**src/rtl/fw_config_broadcaster.sv**
```systemverilog
// Firmware config bus transmitter: queues host write commands and broadcasts each one as a framed byte sequence.
// Optional checksum byte per frame when FW_CONFIG_CHECKSUM_EN is defined.
module fw_config_broadcaster #(
   parameter int         MAX_CHAINS     = 4,
   parameter int         CMD_FIFO_DEPTH = 4,
   parameter logic [7:0] IDLE_ID        = 8'hFF
) (
   input  logic                          clk,
   input  logic                          rst_n,
   input  logic                          tracing,
   input  logic                          cmd_valid,
   output logic                          cmd_ready,
   input  logic [7:0]                    cmd_target,
   input  logic [1:0]                    cmd_field,
   input  logic [$clog2(MAX_CHAINS)-1:0] cmd_chain,
   input  logic [7:0]                    cmd_value,
   output logic [7:0]                    configId,
   output logic [7:0]                    configData,
   output logic                          busy,
   output logic                          cmd_error,
   output logic [15:0]                   frames_sent
);

   localparam int CW = $clog2(MAX_CHAINS);
   localparam int PW = $clog2(CMD_FIFO_DEPTH);
   localparam int EW = 18 + CW;

   typedef enum logic [2:0] {S_IDLE, S_HDR, S_CHAIN, S_VALUE, S_CSUM, S_GAP} state_t;

   logic [EW-1:0] fifo_mem [CMD_FIFO_DEPTH];
   logic [PW-1:0] wr_ptr_q, wr_ptr_d, rd_ptr_q, rd_ptr_d;
   logic [PW:0]   count_q, count_d;
   logic [EW-1:0] cur_q, cur_d;
   state_t        state_q, state_d;
   logic [7:0]    id_q, id_d, data_q, data_d;
   logic          err_q, err_d;
   logic [15:0]   frames_q, frames_d;
   logic          fifo_empty, fifo_full, accept, cmd_bad, push, pop;
   logic [7:0]    hdr_byte, chain_byte, value_byte, target_byte;

   assign fifo_empty = (count_q == '0);
   assign fifo_full  = (count_q == (PW+1)'(CMD_FIFO_DEPTH));
   assign cmd_ready  = !fifo_full;
   assign accept     = cmd_valid && cmd_ready;
   assign cmd_bad    = (cmd_target == IDLE_ID) || (cmd_field == 2'd3);
   assign push       = accept && !cmd_bad;

   assign configId    = id_q;
   assign configData  = data_q;
   assign cmd_error   = err_q;
   assign frames_sent = frames_q;
   assign busy        = !fifo_empty || (state_q != S_IDLE);

   // Command storage carries no reset; validity is tracked by the pointers and count.
   always_ff @(posedge clk) begin
      if (push) fifo_mem[wr_ptr_q] <= {cmd_target, cmd_field, cmd_chain, cmd_value};
   end

   always_ff @(posedge clk or negedge rst_n) begin
      if (!rst_n) begin
         state_q  <= S_IDLE;
         wr_ptr_q <= '0;
         rd_ptr_q <= '0;
         count_q  <= '0;
         cur_q    <= '0;
         id_q     <= IDLE_ID;
         data_q   <= '0;
         err_q    <= 1'b0;
         frames_q <= '0;
      end else begin
         state_q  <= state_d;
         wr_ptr_q <= wr_ptr_d;
         rd_ptr_q <= rd_ptr_d;
         count_q  <= count_d;
         cur_q    <= cur_d;
         id_q     <= id_d;
         data_q   <= data_d;
         err_q    <= err_d;
         frames_q <= frames_d;
      end
   end

   // tracing only gates frame starts, so it is looked at solely in IDLE and GAP.
   always_comb begin
      state_d  = state_q;
      pop      = 1'b0;
      frames_d = frames_q;
      case (state_q)
         S_IDLE, S_GAP: begin
            if (!fifo_empty && !tracing) begin
               pop     = 1'b1;
               state_d = S_HDR;
            end else begin
               state_d = S_IDLE;
            end
         end
         S_HDR:   state_d = S_CHAIN;
         S_CHAIN: state_d = S_VALUE;
`ifdef FW_CONFIG_CHECKSUM_EN
         S_VALUE: state_d = S_CSUM;
         S_CSUM: begin
            state_d  = S_GAP;
            frames_d = frames_q + 16'd1;
         end
`else
         S_VALUE: begin
            state_d  = S_GAP;
            frames_d = frames_q + 16'd1;
         end
`endif
         default: state_d = S_IDLE;
      endcase

      cur_d    = pop  ? fifo_mem[rd_ptr_q] : cur_q;
      rd_ptr_d = pop  ? rd_ptr_q + 1'b1 : rd_ptr_q;
      wr_ptr_d = push ? wr_ptr_q + 1'b1 : wr_ptr_q;
      err_d    = accept && cmd_bad;
      case ({push, pop})
         2'b10:   count_d = count_q + 1'b1;
         2'b01:   count_d = count_q - 1'b1;
         default: count_d = count_q;
      endcase
   end

   // Outputs are registered from the next state so the bus byte lines up with the state it belongs to.
   always_comb begin
      target_byte = cur_d[EW-1 -: 8];
      hdr_byte    = {6'b0, cur_d[EW-9 -: 2]};
      chain_byte  = 8'(cur_d[CW+7:8]);
      value_byte  = cur_d[7:0];
      id_d        = IDLE_ID;
      data_d      = '0;
      case (state_d)
         S_HDR:   begin id_d = target_byte; data_d = hdr_byte;   end
         S_CHAIN: begin id_d = target_byte; data_d = chain_byte; end
         S_VALUE: begin id_d = target_byte; data_d = value_byte; end
         S_CSUM:  begin id_d = target_byte; data_d = hdr_byte ^ chain_byte ^ value_byte; end
         default: begin id_d = IDLE_ID;     data_d = '0;         end
      endcase
   end

endmodule

```
**config.mk**
```make
export PLATFORM = sky130hd
export DESIGN_NAME = fw_config_broadcaster
export DESIGN_NICKNAME = d
export VERILOG_FILES = /design/src/rtl/fw_config_broadcaster.sv
export SDC_FILE = /design/constraint.sdc
export NUM_CORES = 1
export LEC_CHECK = 0
export ABC_AREA = 1
export BUFFER_PORTS_ARGS = -buffer_cell sky130_fd_sc_hd__buf_4
export CAP_MARGIN = 20
export CORE_UTILIZATION = 35
export DETAILED_ROUTE_END_ITERATION = 8
export GPL_TIMING_DRIVEN = 1
export HOLD_SLACK_MARGIN = 0.08
export PLACE_DENSITY_LB_ADDON = 0.3
export SYNTH_ARGS = -nofsm -noshare
export SYNTH_HDL_FRONTEND = slang
export SYNTH_SLANG_ARGS = --single-unit
export TNS_END_PERCENT = 5
```
**constraint.sdc**
```tcl
create_clock -name clk -period 4.1 [get_ports clk]
set_clock_uncertainty 0.1 [all_clocks]
set_input_delay 0.41 -clock clk [delete_from_list [all_inputs] [get_ports clk]]
set_output_delay 0.41 -clock clk [all_outputs]
set_load 0.02 [all_outputs]
```
==> run_results.csv <==
group,metric,value,unit
outcome,status,"finished, final reports clean",
critical_path,end_kind,"flip-flop",
clocking,clock_path_buffers,2,
pwr,p_seq_frac,0.386,
pwr,clkPwrFrac,0.307,
critical_path,cp.required,4.29,ns
sta,finalSetupViolations,0,
min_path,worst_hold_path_type,"input port to flip-flop",
drt,first_pass_iters,4,
floorplan,row_count,46,
synthesis,yosys_warnings,0,
floorplan,die_w,130,um
pwr,power,5.32,mW
floorplan,num_io_pins,59,
sta,finalSetupTns,0,ns
place,postPlaceCellArea,0.00643,mm^2
clocking,cts_buffers,17,
drt,num_vias,3821,
pwr,power_density,743,mW/mm^2
critical_path,cp.arrival,2.68,ns
cells_and_area,area_delta_synth_final,24.4,%
floorplan,core_area,0.0160,mm^2
sta,fin_crit,2.49,ns
place,routabilityCongestion,0.812,
drt,drc,0,
synthesis,synthCells,524,
cells_and_area,nNetsFinal,631,
sta,relSlewSlack,0.485,
pwr,combinationalPowerShare,0.307,
place,dp_cells,788,
pwr,internal-power,3.52,mW
cells_and_area,drive_above_1_share,0.181,
drt,post_drt_wl_per_cell,14.1,um
clocking,cts.reportedPaths.clkPinSlew,0.05,ns
global_route,grt_max_degree,62,
sta,finalWorstSetupSlack,1.61,ns
sta,slew_viol_final,0,
synthesis,syn_nets,555,
cells_and_area,n_fill_cell,1527,
global_route,grt_pass1_vias,3663,
pwr,power.switching,1.80,mW
pwr,swShare,0.338,
clocking,h-tree-depth,4,
synthesis,mappedNetlistArea,0.00576,mm^2
global_route,grt_overflow,0,
global_route,antenna_found_initial,0,
synthesis,ys_types,34,
place,hpwl,7610,um
clocking,clock_latency,0.42,ns
floorplan,dieArea,0.0170,mm^2
cells_and_area,multi_input_area,0.00157,mm^2
cells_and_area,final-instance-count-excl-fill,829,
cells_and_area,final_util,0.448,
flow_run,maxCapViolations,0,
synthesis,seq_area_frac_synth,0.683,
drt,avgViaCountPerCell,4.61,
place,dpl_worst_slack,1.63,ns
cells_and_area,antenna_cells,0,
floorplan,initial_core_util,0.360,
sta,whs,0.0988,ns
clocking,clock_sinks,141,
cells_and_area,seqCellArea,0.00394,mm^2
sta,max_freq,401,MHz
clocking,cts_tree,"built",
synthesis,syn_avg_cell_area,11.0,um^2
clocking,root_buffer,"clkbuf_16",
floorplan,die-height,130,um
sta,finalCritPeriodShare,0.608,
place,port_buffers,58,
cells_and_area,finish.instance_area,0.00717,mm^2
sta,finalHoldViolations,0,
drt,wl,11700,um
drt,first_iter_violations,192,
synthesis,ys_seq_elements,141,
critical_path,r2r_slack,1.64,ns
drt,ant_nets,0,
pwr,ir_drop,366,uV
critical_path,cp_max_fo,8,
global_route,grt_pass1_wl,18900,um
pwr,p_leak,3.03,nW
critical_path,start_kind,"input port",
global_route,grt_usage,0.151,
sta,worst_pin_slew,0.773,ns
critical_path,crit_type,"input port to flip-flop",
sta,grt_setup_unrepaired,"no",
-- state kept, by name, indices dropped and copies added (netlist names) --
signal,flops
rd_ptr_q,2
count_q,3
configId,8
wr_ptr_q,2
state_q,3
cur_q,18
configData,8
cmd_error,1
frames_sent,16
fifo_mem,80
-- power groups by stage --
stage          Clock (mW)  Combinational (mW)  Sequential, mW
2_1_floorplan           0                1.01            2.17
3_3_place_gp            0                1.61            2.07
3_5_place_dp            0                1.65            2.08
4_1_cts              1.67                1.67            2.06
5_1_grt              1.72                1.84            2.09
6_report             1.64                1.63            2.05
-- per-layer routing --
metal / vias up / routed length [um] / track usage
li1: 1890 / - / -
met1: 1829 / 5420 / 0.191
met2: 85 / 5490 / 0.242
met3: 17 / 604 / 0.0472
met4: 0 / 195 / 0.0616
met5: - / 0 / 0
-- layout make-up --
cell class,instances,share of cell area
clock buffers,24,0.0728
clock inverters,8,0.0178
inverters,45,0.0236
multi-input cells,322,0.219
flip-flops and latches,141,0.549
well taps,216,0.0377
repair buffers,73,0.0796
-- final timing paths --
kind                                           start  cells past startpoint                         end
worst min-delay path                    cmd_chain[1]                      1    fifo_mem[3][9]$_DFFE_PP_
worst min register to register   cur_q[19]$_DFF_PN0_                      2         cur_q[19]$_DFF_PN0_
worst max register to register  state_q[1]$_DFF_PN0_                     11      count_q[2]$_DFFE_PN0P_
max in group asynchronous                      rst_n                      2          cur_q[3]$_DFF_PN0_
min in group asynchronous                      rst_n                      2  frames_sent[9]$_DFFE_PN0N_
worst max-delay path                   cmd_target[5]                     12      count_q[2]$_DFFE_PN0P_
-- cells in the final DEF, fill, tap and decap left out, types with 7 or more instances in the layout --
master	netlist	layout
nand2_1	138	138
edfxtp_1	80	80
nand3_1	37	37
nor2_1	52	52
dlygate4sd3_1	0	9
dfstp_2	8	8
xor2_1	8	8
o21ai_0	34	34
clkbuf_16	0	19
xnor2_1	7	7
inv_1	42	42
dfrtp_1	53	53
o22ai_1	9	9
buf_4	1	64
-- cell families (layout without fill, tap and decap cells) --
kind of cell,count (synthesis),count (layout),synth area share
AOI/OAI and AO/OA,59,59,0.0591
adders and majority gates,7,7,0.0165
DFF,141,141,0.683
buffers and inverters,61,150,0.0441
and+or+nand+nor,241,241,0.174
xor gates and xnor gates,15,15,0.0228
-- worst max-delay path, cell delays in order --
cell and delay [ns]:
dlygate4sd3_1 0.52, buf_4 0.12, nand2_1 0.05, nor2_1 0.15, nand4_1 0.12, nand3_1 0.26, ha_1 0.20, inv_1 0.06
fa_1 0.38, a21oi_1 0.14, o21ai_0 0.11, xor2_1 0.15
-- synthesized netlist by cell type (all sizes together) --
cell | instances | area (um^2)
nand3 | 38 | 195
dfrtp | 53 | 1330
o22ai | 9 | 56.3
nor2 | 54 | 221
xor2 | 8 | 70.1
edfxtp | 80 | 2400
ha | 6 | 75.1
inv | 44 | 165
clkbuf | 8 | 30.0
fa | 1 | 20.0
o21bai | 4 | 30.0
xnor2 | 7 | 61.3
a22oi | 1 | 7.51
dfstp | 8 | 210
a21oi | 3 | 15.0
clkinv | 1 | 3.75
nor3 | 2 | 10.0
o211ai | 5 | 37.5
nand2 | 140 | 531
or4 | 1 | 7.51
o21ai | 35 | 179
buf | 8 | 55.1
and2 | 4 | 25.0
nand4 | 1 | 6.26
nand3b | 1 | 7.51
a21boi | 2 | 15.0
-- repair_timing --
item                                   CTS  global route
gates resized for setup                  0             0
setup buffers                            0             0
hold buffers                             9             0
endpoints found under the hold margin   81             0
No activity file was read; power rests on OpenSTA's default activity.
